### src/rtl/munoc_ahb_master_request_slice.sv
// AHB-lite master-side request slice: registers one upstream transfer,
// reissues it downstream as SINGLE/NONSEQ and returns data/response.
module munoc_ahb_master_request_slice #(
   parameter int BW_PLATFORM_ADDR = 32,
   parameter int BW_NODE_DATA     = 32
)(
   input  logic                        clk,
   input  logic                        rstnn,
   input  logic [BW_PLATFORM_ADDR-1:0] rhaddr,
   input  logic [2:0]                  rhburst,
   input  logic                        rhmasterlock,
   input  logic [3:0]                  rhprot,
   input  logic [2:0]                  rhsize,
   input  logic [1:0]                  rhtrans,
   input  logic                        rhwrite,
   input  logic [BW_NODE_DATA-1:0]     rhwdata,
   output logic [BW_NODE_DATA-1:0]     rhrdata,
   output logic                        rhready,
   output logic                        rhresp,
   output logic [BW_PLATFORM_ADDR-1:0] shaddr,
   output logic [2:0]                  shburst,
   output logic                        shmasterlock,
   output logic [3:0]                  shprot,
   output logic [2:0]                  shsize,
   output logic [1:0]                  shtrans,
   output logic                        shwrite,
   output logic [BW_NODE_DATA-1:0]     shwdata,
   input  logic [BW_NODE_DATA-1:0]     shrdata,
   input  logic                        shready,
   input  logic                        shresp,
   output logic                        busy
);

   typedef enum logic [2:0] {
      S_IDLE,
      S_ADDR,
      S_DATA,
      S_OKAY,
      S_ERR1,
      S_ERR2
   } state_t;

   state_t state_q, state_d;

   logic [BW_PLATFORM_ADDR-1:0] addr_q, addr_d;
   logic                        write_q, write_d;
   logic [2:0]                  size_q, size_d;
   logic [3:0]                  prot_q, prot_d;
   logic                        lock_q, lock_d;
   logic [BW_NODE_DATA-1:0]     wdata_q, wdata_d;
   logic [BW_NODE_DATA-1:0]     rdata_q, rdata_d;

   logic capture;
   logic unused_inputs;

   // Burst type and the SEQ/NONSEQ distinction are irrelevant here.
   assign unused_inputs = ^{rhburst, rhtrans[0]};

   // Only ready states can accept a new NONSEQ/SEQ address phase.
   assign capture = rhready & rhtrans[1];

   // State and datapath registers.
   always_ff @(posedge clk or negedge rstnn) begin
      if (!rstnn) begin
         state_q <= S_IDLE;
         addr_q  <= '0;
         write_q <= 1'b0;
         size_q  <= '0;
         prot_q  <= '0;
         lock_q  <= 1'b0;
         wdata_q <= '0;
         rdata_q <= '0;
      end else begin
         state_q <= state_d;
         addr_q  <= addr_d;
         write_q <= write_d;
         size_q  <= size_d;
         prot_q  <= prot_d;
         lock_q  <= lock_d;
         wdata_q <= wdata_d;
         rdata_q <= rdata_d;
      end
   end

   // Next-state logic.
   always_comb begin
      state_d = state_q;
      unique case (state_q)
         S_IDLE, S_OKAY, S_ERR2: begin
            state_d = capture ? S_ADDR : S_IDLE;
         end
         S_ADDR: begin
            if (shready) state_d = S_DATA;
         end
         S_DATA: begin
            if (shready) state_d = shresp ? S_ERR1 : S_OKAY;
         end
         S_ERR1: begin
            state_d = S_ERR2;
         end
         default: begin
            state_d = S_IDLE;
         end
      endcase
   end

   // Request capture, write data at ADDR->DATA, read data on OKAY.
   always_comb begin
      addr_d  = addr_q;
      write_d = write_q;
      size_d  = size_q;
      prot_d  = prot_q;
      lock_d  = lock_q;
      wdata_d = wdata_q;
      rdata_d = rdata_q;
      if (capture) begin
         addr_d  = rhaddr;
         write_d = rhwrite;
         size_d  = rhsize;
         prot_d  = rhprot;
         lock_d  = rhmasterlock;
      end
      if (state_q == S_ADDR && shready) begin
         wdata_d = rhwdata;
      end
      if (state_q == S_DATA && shready && !shresp && !write_q) begin
         rdata_d = shrdata;
      end
   end

   // Outputs decoded from registered state only.
   always_comb begin
      rhready      = 1'b1;
      rhresp       = 1'b0;
      rhrdata      = rdata_q;
      shtrans      = 2'b00;
      shburst      = 3'b000;
      shaddr       = addr_q;
      shwrite      = write_q;
      shsize       = size_q;
      shprot       = prot_q;
      shmasterlock = lock_q;
      shwdata      = wdata_q;
      busy         = (state_q != S_IDLE);
      unique case (state_q)
         S_ADDR: begin
            rhready = 1'b0;
            shtrans = 2'b10;
         end
         S_DATA: begin
            rhready = 1'b0;
         end
         S_ERR1: begin
            rhready = 1'b0;
            rhresp  = 1'b1;
         end
         S_ERR2: begin
            rhresp = 1'b1;
         end
         default: begin
            rhready = 1'b1;
         end
      endcase
   end

endmodule
### config.mk
export PLATFORM = sky130hd
export DESIGN_NAME = munoc_ahb_master_request_slice
export DESIGN_NICKNAME = d
export VERILOG_FILES = /design/src/rtl/munoc_ahb_master_request_slice.sv
export SDC_FILE = /design/constraint.sdc
export NUM_CORES = 1
export LEC_CHECK = 0
export BUFFER_PORTS_ARGS = -buffer_cell sky130_fd_sc_hd__buf_4
export CAP_MARGIN = 20
export CORE_ASPECT_RATIO = 1.25
export CORE_MARGIN = 2
export CORE_UTILIZATION = 41
export DETAILED_ROUTE_END_ITERATION = 7
export HOLD_SLACK_MARGIN = 0.02
export MAX_ROUTING_LAYER = met4
export PLACE_DENSITY = 0.77
export REMOVE_ABC_BUFFERS = 1
export SLEW_MARGIN = 20
export SYNTH_ARGS = -nofsm -noshare
export SYNTH_HDL_FRONTEND = slang
export SYNTH_SLANG_ARGS = --single-unit
### constraint.sdc
create_clock -name clk -period 1.7 [get_ports clk]
set_input_delay 0.51 -clock clk [delete_from_list [all_inputs] [get_ports clk]]
set_output_delay 0.51 -clock clk [all_outputs]
set_load 0.05 [all_outputs]
==> metrics.yaml <==
status: "finished with violations"
violations: "setup timing"
dp_cells: 604
whs_ns: 0.0987
grt_max_degree: 33
antenna_found_initial: 0
ant_nets: 0
wl_met3_um: 546
cts_tree: "done"
start_util: 0.423
wl_met1_um: 4330
portBuffers: 218
instances_no_fill: 639
rsz0062_at_grt: "yes"
worst-path-max-fanout: 3
vias: 3058
insertion_delay_ns: 0.34
drive_gt1_frac: 0.743
die_area_um2: 11300
cp.arrival_ns: 1.43
route.detailed.drc: 0
postCtsHoldBufs: 0
final_util: 0.690
overflow: 0
yosys-top-cells-count: "108 x dfrtp_1, 94 x mux2_2, 10 x mux2_4"
cts-root-buf: "clkbuf_16"
async_reset_ff_frac: 1.00
cts_buffers: 9
drt_iter0_markers: 59
maxCapViolations: 0
startpoint_type: "flip-flop"
top_layer_used: "met4"
netlist.area_leader.share: 0.629
n_fill_cell: 740
num_antenna_cells: 0
post-synth-top-count-cell: "dfrtp_1"
critical_path_required_ns: 1.19
yosys_warnings: 0
hold_viol_final: 0
fp.dieW_um: 95.6
ys_top_cells_by_area: "dfrtp_1 63%, mux2_2 25%, mux2_4 3.5%, buf_6 2.1%, buf_4 1.2%"
yosysUniqueCellTypes: 28
period_minus_slack_ns: 1.94
fmax_ghz: 0.515
clock_path_buffers: 2
routed_via_density: 4.79
core_area_um2: 10200
synthesis.area_um2: 4300
synth_top_area_cell: "dfrtp_1"
r2r_slack_ns: -0.21
areaGrowthSynthToFinish_pct: 63.0
hold_path_class: "in -> async"
ys_seq_area_frac: 0.629
grt_pass1_wl_um: 15100
critPathKind: "reg -> out"
synth_top_flop_cell: "dfrtp_1"
wirelength_um: 11300
routabilityCongestion: 0.765
grt_util_all_layers: 0.179
synth_edf_count: 0
synth_seq_cells: 108
rows: 41
wl_met2_um: 6240
dp_hpwl_um: 7560
setup_viol: 54
num-nets-final: 619
synthCells: 258
avgSynthCellArea_um2: 16.7
fin_ws_ns: -0.241
report.final.slew_viol_count: 0
io-pin-count: 227
end_kind: "output pin"
drtPass1Iterations: 4
timing.final.crit_share: 1.14
fp.dieH_um: 118
clock-sinks: 108
wl_per_cell_um: 17.7
skew_ns: 0.00670
cts_max_level: 3
grt_pass1_vias: 3087
clk_pin_slew_ns: 0.06
==> metal layers <==
layer  vias to the layer above  global-route usage
met2                       120               0.310
met1                      1535               0.199
met5                         -                   -
met3                        14              0.0312
met4                         0              0.0759
li1                       1389                   -
==> path summary, 6_finish.rpt <==
check / startpoint / cells past startpoint / endpoint
setup / recovery: state_q[2] / 3 / busy
hold reg to reg: shaddr[30] / 1 / shaddr[30]
hold / removal: rstnn / 1 / shaddr[7]
max in group asynchronous: rstnn / 2 / rhrdata[12]
min in group clk: rhaddr[4] / 2 / shaddr[4]
setup reg to reg: state_q[1] / 7 / shaddr[5]
==> area by class of cell <==
type,count,area [um^2],share of cell area
clock buffers,12,256,0.0366
clock inverters,4,47.5,0.00679
inverters,2,7.51,0.00107
multi-input cells,134,1690,0.241
flip-flops and latches,108,2700,0.386
well taps,129,161,0.0230
repair buffers,250,2140,0.306
==> cells in the final DEF, fill, tap and decap left out, types with 2 or more instances in the layout <==
| cell | count |
|---|---|
| dfrtp_1 | 108 |
| buf_4 | 225 |
| buf_8 | 2 |
| clkbuf_8 | 2 |
| inv_1 | 2 |
| a31oi_1 | 3 |
| buf_6 | 7 |
| mux2_2 | 38 |
| mux2_4 | 67 |
| nor2_1 | 3 |
| clkbuf_16 | 14 |
| buf_12 | 11 |
| conb_1 | 4 |
| nand2_1 | 2 |
| clkinv_2 | 2 |
==> sequential cells by signal, indices dropped and copies added, names as in the netlist <==
register / flops
rhrdata: 32
shaddr: 32
shmasterlock: 1
shprot: 4
shsize: 3
shwdata: 32
shwrite: 1
state_q: 3
==> through the flow <==
step | worst slack, ns | cell area [um^2] | TNS, ns
finish | -0.241 | 7010 | -8.28
global route | -0.293 | 7010 | -12.84
CTS | -0.250 | 6540 | -1.92
detailed placement | 0.0293 | 6140 | 0
global placement | 0.0682 | 6140 | 0
floorplan | -0.521 | 4150 | -24.66
==> cells by family (layout without fill, tap and decap cells) <==
kind of cell / count (synthesis) / after routing / share of synthesized area
xor+xnor: 1 / 1 / 0.00379
buf+inv: 19 / 268 / 0.0393
other cells: 1 / 4 / 0.000873
simple gates: 16 / 16 / 0.0265
mux: 105 / 105 / 0.284
flops: 108 / 108 / 0.629
compound gates: 8 / 8 / 0.0166
==> critical path: stages, from the launching register on <==
cell	delay, ns
dfrtp_1	0.41
buf_6	0.14
or3_4	0.39
buf_8	0.16
==> repair_timing <==
item                                   CTS  global route
setup endpoints to repair                4            71
pin swaps                                2             4
endpoints found under the hold margin    0             0
gates resized for setup                 10            66
gates cloned                             0             7
buffers inserted                         6             6
Power is left out: the tool's default activity adds up to more than one toggle a clock period on the data nets, which glitch-free logic cannot reach.
